**src/rtl/bus_arbiter_sp_if.sv**
```systemverilog
// Bus-side signal bundle for the split-capable serial bus arbiter.
// master: arbiter view (drives grant/select/status); slave: agent/testbench view.
interface bus_arbiter_sp_if #(
   parameter int NUM_M = 2,
   parameter int NUM_S = 3
);
   logic [NUM_M-1:0] M_REQ;
   logic [NUM_M-1:0] M_GRANT;
   logic             B_BUS_OUT;
   logic [NUM_S-1:0] S_SBSY;
   logic [NUM_S-1:0] AD_SEL;
   logic             B_SPLIT;
   logic             DEC_ERR;
   logic             TO_ERR;
   logic             BUS_BUSY;

   modport master (
      input  M_REQ, B_BUS_OUT, S_SBSY,
      output M_GRANT, AD_SEL, B_SPLIT, DEC_ERR, TO_ERR, BUS_BUSY
   );

   modport slave (
      output M_REQ, B_BUS_OUT, S_SBSY,
      input  M_GRANT, AD_SEL, B_SPLIT, DEC_ERR, TO_ERR, BUS_BUSY
   );
endinterface

```
**src/rtl/bus_arbiter_sp.sv**
```systemverilog
// Round-robin bus arbiter with serial slave-select decode and one split slot.
// Optional connection watchdog enabled by defining ARB_TIMEOUT_EN.
//
// state   | meaning
// IDLE    | bus free; resume a parked split or arbitrate new requests
// DECODE  | owner granted; shifting in the serial slave-select prefix
// CONNECT | owner connected to the selected slave
// SPLIT   | one cycle after parking the owner; B_SPLIT high, bus released
module bus_arbiter_sp #(
   parameter int NUM_M    = 2,
   parameter int NUM_S    = 3,
   parameter int SEL_BITS = 2,
   parameter int TIMEOUT  = 64
) (
   input  logic             CLK,
   input  logic             RSTN,
   bus_arbiter_sp_if.master bus
);
   localparam int MW = (NUM_M > 1) ? $clog2(NUM_M) : 1;
   localparam int BW = (SEL_BITS > 1) ? $clog2(SEL_BITS) : 1;

   typedef enum logic [1:0] {IDLE, DECODE, CONNECT, SPLIT} state_t;
   state_t state_q, state_n;

   logic [MW-1:0]       rr_q, rr_n, owner_q, owner_n, split_m_q, split_m_n;
   logic [SEL_BITS-1:0] sel_q, sel_n, split_s_q, split_s_n, sel_full;
   logic [BW-1:0]       bit_cnt_q, bit_cnt_n;
   logic                split_valid_q, split_valid_n;
   logic [NUM_M-1:0]    grant_q, grant_n;
   logic [NUM_S-1:0]    ad_sel_q, ad_sel_n;
   logic                b_split_q, b_split_n, dec_err_q, dec_err_n, busy_q;

   logic [NUM_S-1:0]    sel_oh, split_oh, sel_full_oh;
   logic [NUM_M-1:0]    owner_oh, park_oh, eligible;
   logic [MW-1:0]       winner, owner_inc;
   logic                req_own, sbsy_sel, resume, win_found, last_bit, bad_sel;
   logic                timeout_hit;

`ifdef ARB_TIMEOUT_EN
   localparam int TW = $clog2(TIMEOUT + 1);
   logic [TW-1:0] to_cnt_q, to_cnt_n;
   logic          to_err_q, to_err_n;
   // counter freezes while the connected slave reports busy
   assign timeout_hit  = (to_cnt_q == TW'(TIMEOUT - 1)) && !sbsy_sel;
   assign bus.TO_ERR   = to_err_q;
`else
   assign timeout_hit  = 1'b0;
   assign bus.TO_ERR   = 1'b0;
`endif

   always_comb begin
      sel_full = SEL_BITS'({sel_q, bus.B_BUS_OUT});
      sel_oh      = '0;
      split_oh    = '0;
      sel_full_oh = '0;
      for (int i = 0; i < NUM_S; i++) begin
         sel_oh[i]      = (int'(sel_q) == i);
         split_oh[i]    = (int'(split_s_q) == i);
         sel_full_oh[i] = (int'(sel_full) == i);
      end
      owner_oh           = '0;
      owner_oh[owner_q]  = 1'b1;
      park_oh            = '0;
      park_oh[split_m_q] = split_valid_q;
      eligible  = bus.M_REQ & ~park_oh;
      owner_inc = MW'((int'(owner_q) + 1) % NUM_M);
      req_own   = |(bus.M_REQ & owner_oh);
      sbsy_sel  = |(bus.S_SBSY & sel_oh);
      resume    = split_valid_q && !(|(bus.S_SBSY & split_oh));
      last_bit  = (bit_cnt_q == BW'(SEL_BITS - 1));
      bad_sel   = (int'(sel_full) >= NUM_S) || (split_valid_q && (sel_full == split_s_q));
      // descending scan so the lowest offset from rr_q wins
      winner    = rr_q;
      win_found = 1'b0;
      for (int k = NUM_M - 1; k >= 0; k--) begin
         if (|(eligible & (NUM_M'(1) << ((int'(rr_q) + k) % NUM_M)))) begin
            winner    = MW'((int'(rr_q) + k) % NUM_M);
            win_found = 1'b1;
         end
      end
   end

   always_ff @(posedge CLK or negedge RSTN) begin
      if (!RSTN) begin
         state_q       <= IDLE;
         rr_q          <= '0;
         owner_q       <= '0;
         sel_q         <= '0;
         bit_cnt_q     <= '0;
         split_valid_q <= 1'b0;
         split_m_q     <= '0;
         split_s_q     <= '0;
         grant_q       <= '0;
         ad_sel_q      <= '0;
         b_split_q     <= 1'b0;
         dec_err_q     <= 1'b0;
         busy_q        <= 1'b0;
`ifdef ARB_TIMEOUT_EN
         to_cnt_q      <= '0;
         to_err_q      <= 1'b0;
`endif
      end else begin
         state_q       <= state_n;
         rr_q          <= rr_n;
         owner_q       <= owner_n;
         sel_q         <= sel_n;
         bit_cnt_q     <= bit_cnt_n;
         split_valid_q <= split_valid_n;
         split_m_q     <= split_m_n;
         split_s_q     <= split_s_n;
         grant_q       <= grant_n;
         ad_sel_q      <= ad_sel_n;
         b_split_q     <= b_split_n;
         dec_err_q     <= dec_err_n;
         busy_q        <= (state_n != IDLE);
`ifdef ARB_TIMEOUT_EN
         to_cnt_q      <= to_cnt_n;
         to_err_q      <= to_err_n;
`endif
      end
   end

   always_comb begin
      state_n = state_q;
      case (state_q)
         IDLE: begin
            if (resume)         state_n = CONNECT;
            else if (win_found) state_n = DECODE;
         end
         DECODE: begin
            if (!req_own)      state_n = IDLE;
            else if (last_bit) state_n = bad_sel ? IDLE : CONNECT;
         end
         CONNECT: begin
            if (!req_own)                         state_n = IDLE;
            else if (sbsy_sel && !split_valid_q)  state_n = SPLIT;
            else if (timeout_hit)                 state_n = IDLE;
         end
         SPLIT:   state_n = IDLE;
         default: state_n = IDLE;
      endcase
   end

   always_comb begin
      rr_n          = rr_q;
      owner_n       = owner_q;
      sel_n         = sel_q;
      bit_cnt_n     = bit_cnt_q;
      split_valid_n = split_valid_q;
      split_m_n     = split_m_q;
      split_s_n     = split_s_q;
      grant_n       = grant_q;
      ad_sel_n      = ad_sel_q;
      b_split_n     = 1'b0;
      dec_err_n     = 1'b0;
`ifdef ARB_TIMEOUT_EN
      to_cnt_n      = to_cnt_q;
      to_err_n      = 1'b0;
`endif
      case (state_q)
         IDLE: begin
            if (resume) begin
               owner_n       = split_m_q;
               sel_n         = split_s_q;
               grant_n       = park_oh;
               ad_sel_n      = split_oh;
               b_split_n     = 1'b1;
               split_valid_n = 1'b0;
`ifdef ARB_TIMEOUT_EN
               to_cnt_n      = '0;
`endif
            end else if (win_found) begin
               owner_n          = winner;
               grant_n          = '0;
               grant_n[winner]  = 1'b1;
               sel_n            = '0;
               bit_cnt_n        = '0;
            end
         end
         DECODE: begin
            if (!req_own) begin
               grant_n = '0;
               rr_n    = owner_inc;
            end else begin
               sel_n     = sel_full;
               bit_cnt_n = bit_cnt_q + BW'(1);
               if (last_bit) begin
                  if (bad_sel) begin
                     dec_err_n = 1'b1;
                     grant_n   = '0;
                     rr_n      = owner_inc;
                  end else begin
                     ad_sel_n = sel_full_oh;
`ifdef ARB_TIMEOUT_EN
                     to_cnt_n = '0;
`endif
                  end
               end
            end
         end
         CONNECT: begin
            if (!req_own) begin
               grant_n  = '0;
               ad_sel_n = '0;
               rr_n     = owner_inc;
            end else if (sbsy_sel && !split_valid_q) begin
               // park the owner; the bus is dropped while SPLIT shows B_SPLIT
               b_split_n     = 1'b1;
               split_valid_n = 1'b1;
               split_m_n     = owner_q;
               split_s_n     = sel_q;
               grant_n       = '0;
               ad_sel_n      = '0;
               rr_n          = owner_inc;
            end else if (timeout_hit) begin
               grant_n  = '0;
               ad_sel_n = '0;
               rr_n     = owner_inc;
`ifdef ARB_TIMEOUT_EN
               to_err_n = 1'b1;
`endif
            end else begin
`ifdef ARB_TIMEOUT_EN
               if (!sbsy_sel) to_cnt_n = to_cnt_q + TW'(1);
`endif
            end
         end
         default: ;
      endcase
   end

   assign bus.M_GRANT  = grant_q;
   assign bus.AD_SEL   = ad_sel_q;
   assign bus.B_SPLIT  = b_split_q;
   assign bus.DEC_ERR  = dec_err_q;
   assign bus.BUS_BUSY = busy_q;
endmodule

```
**src/flat_wrapper.sv**
```systemverilog
// flat-port wrapper written by rule: the top's interface ports become plain ports
module bus_arbiter_sp_flat 
#(
   parameter int NUM_M    = 2,
   parameter int NUM_S    = 3,
   parameter int SEL_BITS = 2,
   parameter int TIMEOUT  = 64
)
  (CLK, RSTN, bus_M_REQ, bus_B_BUS_OUT, bus_S_SBSY, bus_M_GRANT, bus_AD_SEL, bus_B_SPLIT, bus_DEC_ERR, bus_TO_ERR, bus_BUS_BUSY);
  bus_arbiter_sp_if #(.NUM_M(NUM_M), .NUM_S(NUM_S)) bus_i ();
  input  logic CLK;
  input  logic RSTN;
  input wire logic [$bits(bus_i.M_REQ)-1:0] bus_M_REQ;
  input wire logic [$bits(bus_i.B_BUS_OUT)-1:0] bus_B_BUS_OUT;
  input wire logic [$bits(bus_i.S_SBSY)-1:0] bus_S_SBSY;
  output wire logic [$bits(bus_i.M_GRANT)-1:0] bus_M_GRANT;
  output wire logic [$bits(bus_i.AD_SEL)-1:0] bus_AD_SEL;
  output wire logic [$bits(bus_i.B_SPLIT)-1:0] bus_B_SPLIT;
  output wire logic [$bits(bus_i.DEC_ERR)-1:0] bus_DEC_ERR;
  output wire logic [$bits(bus_i.TO_ERR)-1:0] bus_TO_ERR;
  output wire logic [$bits(bus_i.BUS_BUSY)-1:0] bus_BUS_BUSY;
  assign bus_i.M_REQ = bus_M_REQ;
  assign bus_i.B_BUS_OUT = bus_B_BUS_OUT;
  assign bus_i.S_SBSY = bus_S_SBSY;
  assign bus_M_GRANT = bus_i.M_GRANT;
  assign bus_AD_SEL = bus_i.AD_SEL;
  assign bus_B_SPLIT = bus_i.B_SPLIT;
  assign bus_DEC_ERR = bus_i.DEC_ERR;
  assign bus_TO_ERR = bus_i.TO_ERR;
  assign bus_BUS_BUSY = bus_i.BUS_BUSY;
  bus_arbiter_sp #(.NUM_M(NUM_M), .NUM_S(NUM_S), .SEL_BITS(SEL_BITS), .TIMEOUT(TIMEOUT)) u_core (.CLK(CLK), .RSTN(RSTN), .bus(bus_i));
endmodule
```
**config.mk**
```make
export PLATFORM = sky130hd
export DESIGN_NAME = bus_arbiter_sp_flat
export DESIGN_NICKNAME = d
export VERILOG_FILES = /design/src/rtl/bus_arbiter_sp_if.sv /design/src/rtl/bus_arbiter_sp.sv /design/src/flat_wrapper.sv
export SDC_FILE = /design/constraint.sdc
export NUM_CORES = 1
export LEC_CHECK = 0
export BUFFER_PORTS_ARGS = -buffer_cell sky130_fd_sc_hd__buf_2
export CAP_MARGIN = 0
export CELL_PAD_IN_SITES_DETAIL_PLACEMENT = 0
export CELL_PAD_IN_SITES_GLOBAL_PLACEMENT = 1
export CORE_ASPECT_RATIO = 2
export CORE_MARGIN = 1.5
export CORE_UTILIZATION = 44
export CTS_CLUSTER_SIZE = 28
export DETAILED_ROUTE_END_ITERATION = 7
export MAX_ROUTING_LAYER = met4
export PLACE_DENSITY = 0.88
export SYNTH_ARGS = -nofsm -noshare
export SYNTH_HDL_FRONTEND = slang
export SYNTH_SLANG_ARGS = --single-unit
```
**constraint.sdc**
```tcl
create_clock -name CLK -period 2.21 [get_ports CLK]
set_input_delay 0.442 -clock CLK [delete_from_list [all_inputs] [get_ports CLK]]
set_output_delay 0.442 -clock CLK [all_outputs]
set_load 0.02 [all_outputs]
```
==> impl_metrics.json <==
{
  "detail_route.wl_per_cell_um": 17.2,
  "vias_per_cell": 6.15,
  "core-area_um2": 2940,
  "synthSimpleGateAreaFrac_pct": 15.2,
  "drt_iter0_drc": 31,
  "drc": 0,
  "dr_total_vias": 1157,
  "busiest_layer": "met2",
  "combPwrFrac_pct": 53.9,
  "clock_latency_ns": 0.26,
  "use_met3_pct": 3.11,
  "final.setup.tns_ns": 0,
  "start_util_pct": 45.9,
  "dr.pass1.iters": 4,
  "route.final.wire_length_mm": 3.23,
  "slew_viol_final": 0,
  "setup_ws_ns": 0.132,
  "place.gp.congestion": 0.929,
  "power.density_nw_per_um2": 1310,
  "power_uw": 1950,
  "overflow": 0,
  "synth-main-ff-cell": "dfrtp_1",
  "antenna_found_initial": 0,
  "tritoncts": "yes",
  "pwr-share-clk_pct": 12.9,
  "synth_compound_area_share_pct": 26.1,
  "rsz0062_at_grt": "no",
  "cp-endpoint": "u_core.bus.M_GRANT[0]",
  "synth_area_per_cell_um2": 9.58,
  "die_x_um": 42.2,
  "ir_drop_uv": 747,
  "antenna_cells": 0,
  "placement.io_buffers": 15,
  "ys_warn_count": 0,
  "maxCapViolations": 0,
  "leakagePower_uw": 0.000673,
  "seqPwrFrac_pct": 33.2,
  "ctsHoldBuffers": 0,
  "crit_type": "register to register",
  "skew_ns": 0.00301,
  "grt_pass1_wl_mm": 5.42,
  "cts_sinks": 19,
  "path_buf_inv": 1,
  "synthDistinctLibCells": 47,
  "grt_max_degree": 20,
  "cts_max_path_buffers": 2,
  "rows": 28,
  "ys_seq_elements": 19,
  "dp_slack_ns": 0.164,
  "p_switching_uw": 876,
  "synth_xor_area_share_pct": 0,
  "max_freq_mhz": 481,
  "fin_crit_sh_pct": 94.0,
  "switching_share_pct": 44.9,
  "synth-edff-count": 0,
  "slowest_delay_ns": 0.42,
  "crit_path_max_fanout": 9,
  "synth_top_family_by_area": "compound AO/OA/AOI/OAI gates",
  "reg2reg_slack_ns": 0.13,
  "crit_path_start": "u_core.state_q[1]",
  "grt_pass1_vias": 1214,
  "top_level_ports": 17,
  "h-tree-depth": 1,
  "muxShareOfSynthArea_pct": 13.4,
  "hold_path.class": "primary input to async pin",
  "ant_nets": 0,
  "yosysSeqAreaShare_pct": 35.2,
  "required_ns": 2.36,
  "grtUsageMet2_pct": 37.7,
  "timing.rr.start": "u_core.state_q[1]",
  "finalSetupViolations": 0,
  "cts_buffers": 3,
  "critical-path-top-delay-family": "compound AO/OA/AOI/OAI gates",
  "crit_cells": 7,
  "nNetsFinal": 171,
  "cts_setup_buffers": 0,
  "start_kind": "register",
  "syn_nets": 153,
  "post_cts_resized": 0,
  "grt_usage_pct": 21.5,
  "syn_area_um2": 1350,
  "hold_viol_final": 0,
  "p_int_uw": 1080,
  "async_flop_share_pct": 100,
  "cp_slowest_cell": "dfrtp_1",
  "worstPathCellList": "inv_1 -> ha_1 -> nor2b_1 -> a31oi_1 -> o221a_1 -> o221ai_2 -> mux2_2",
  "root_buffer": "clkbuf_8",
  "clk_pin_slew_ns": 0.07,
  "detailed_place_hpwl_mm": 2.48,
  "yosys.area_share.adder_pct": 3.70,
  "areaGrowthSynthToFinish_pct": 10.6,
  "drive_gt1_share_pct": 24.7,
  "setup.worst_path.end_class": "register",
  "status": "completed",
  "die_h_um": 81.4,
  "crit_arrival_ns": 2.23,
  "r2r_end": "u_core.bus.M_GRANT[0]",
  "grtUsageMet1_pct": 21.6,
  "worstRegToRegCells": 7,
  "die-area_um2": 3430,
  "fin_crit_ns": 2.08,
  "netlist_instances": 141
}
worst register-to-register path: cells and delay by family, from the launching register on:
family | cells | cell delay, ns
and+or+nand+nor | 1 | 0.23
AOI/OAI and AO/OA | 3 | 0.46
DFF | 1 | 0.42
buffers and inverters | 1 | 0.12
adders and majority gates | 1 | 0.36
muxes | 1 | 0.36
stage by stage:
step           hold slack (ns)  instance area, µm²  instances  utilization [%]
2_1_floorplan            0.146                1350        141                -
3_3_place_gp             0.404                1450        184             49.2
3_5_place_dp             0.417                1450        184             49.2
4_1_cts                  0.129                1490        188             50.8
5_1_grt                  0.155                1490        188             50.8
6_report                 0.110                1490        188             50.8
how the worst min path moves through the flow:
stage	slack, ns	from	to
6_report	0.11	RSTN	u_core.bus.AD_SEL[2]
5_1_grt	0.16	RSTN	u_core.state_q[1]
4_1_cts	0.13	RSTN	u_core.bus.AD_SEL[2]
3_5_place_dp	0.42	RSTN	u_core.bus.AD_SEL[2]
3_3_place_gp	0.40	RSTN	u_core.bus.AD_SEL[2]
2_1_floorplan	0.15	RSTN	u_core.bit_cnt_q
state kept, by name, summed over array words and instances (netlist names):
signal,flops
u_core.bus.AD_SEL,3
u_core.bus.M_GRANT,2
u_core.sel_q,2
u_core.split_s_q,2
u_core.state_q,2
u_core.bit_cnt_q,1
u_core.bus.BUS_BUSY,1
u_core.bus.B_SPLIT,1
u_core.bus.DEC_ERR,1
u_core.owner_q,1
u_core.rr_q,1
u_core.split_m_q,1
u_core.split_valid_q,1
cell usage after synthesis (2+ instances only):
library cell	count	area [µm²]
o21ai_1	3	15.0
ha_1	4	50.1
mux2_4	2	30.0
nand3_1	2	10.0
nand2b_1	2	12.5
mux2_1	6	67.6
o21ai_0	8	40.0
o32ai_1	3	26.3
buf_6	2	22.5
mux2i_1	5	50.1
dfrtp_1	19	475
nor2_1	9	33.8
o221ai_1	2	17.5
nor2b_1	2	12.5
mux2_2	3	33.8
buf_2	3	15.0
inv_1	10	37.5
o211ai_1	3	22.5
nand2_1	18	67.6
a21oi_1	8	40.0
layer usage:
metal  vias to the layer above  routed length, µm
met5                         -                  0
met3                        13                118
met2                        33               1760
li1                        545                  -
met4                         0                121
met1                       566               1230
cells by family (layout without fill, tap and decap cells):
group           Yosys count  count (layout)
compound gates           44              44
fa+ha+maj                 4               4
buf+inv                  16              33
flops                    19              19
mux                      16              16
other cells               1               1
simple gates             41              41
power groups by stage:
stage	Clock (µW)	Sequential (µW)	Combinational [µW]
6_report	251	648	1050
5_1_grt	273	676	1140
4_1_cts	257	647	1050
3_5_place_dp	0	654	1050
3_3_place_gp	0	641	1010
2_1_floorplan	0	626	802
final cells by class:
class                   count  area (µm²)
inverters                  10        37.5
clock buffers               4        45.0
well taps                  30        37.5
flip-flops and latches     19         475
repair buffers             19         105
fillers                   293        1450
multi-input cells         106         793
cell usage in the layout (no fill, tap or decap), types with 2 or more instances in the layout:
| cell | instances |
|---|---|
| nor2b_1 | 2 |
| buf_2 | 15 |
| mux2_1 | 6 |
| mux2_4 | 2 |
| a21oi_1 | 8 |
| mux2_2 | 3 |
| nand2b_1 | 2 |
| buf_4 | 4 |
| o21ai_0 | 8 |
| clkbuf_8 | 3 |
| nand3_1 | 2 |
| nor2_1 | 9 |
| mux2i_1 | 5 |
| o32ai_1 | 3 |
| inv_1 | 10 |
| o21ai_1 | 3 |
| o211ai_1 | 3 |
| nand2_1 | 18 |
| dfrtp_1 | 19 |
| o221ai_1 | 2 |
| ha_1 | 4 |
No activity file was read; power rests on OpenSTA's default activity.
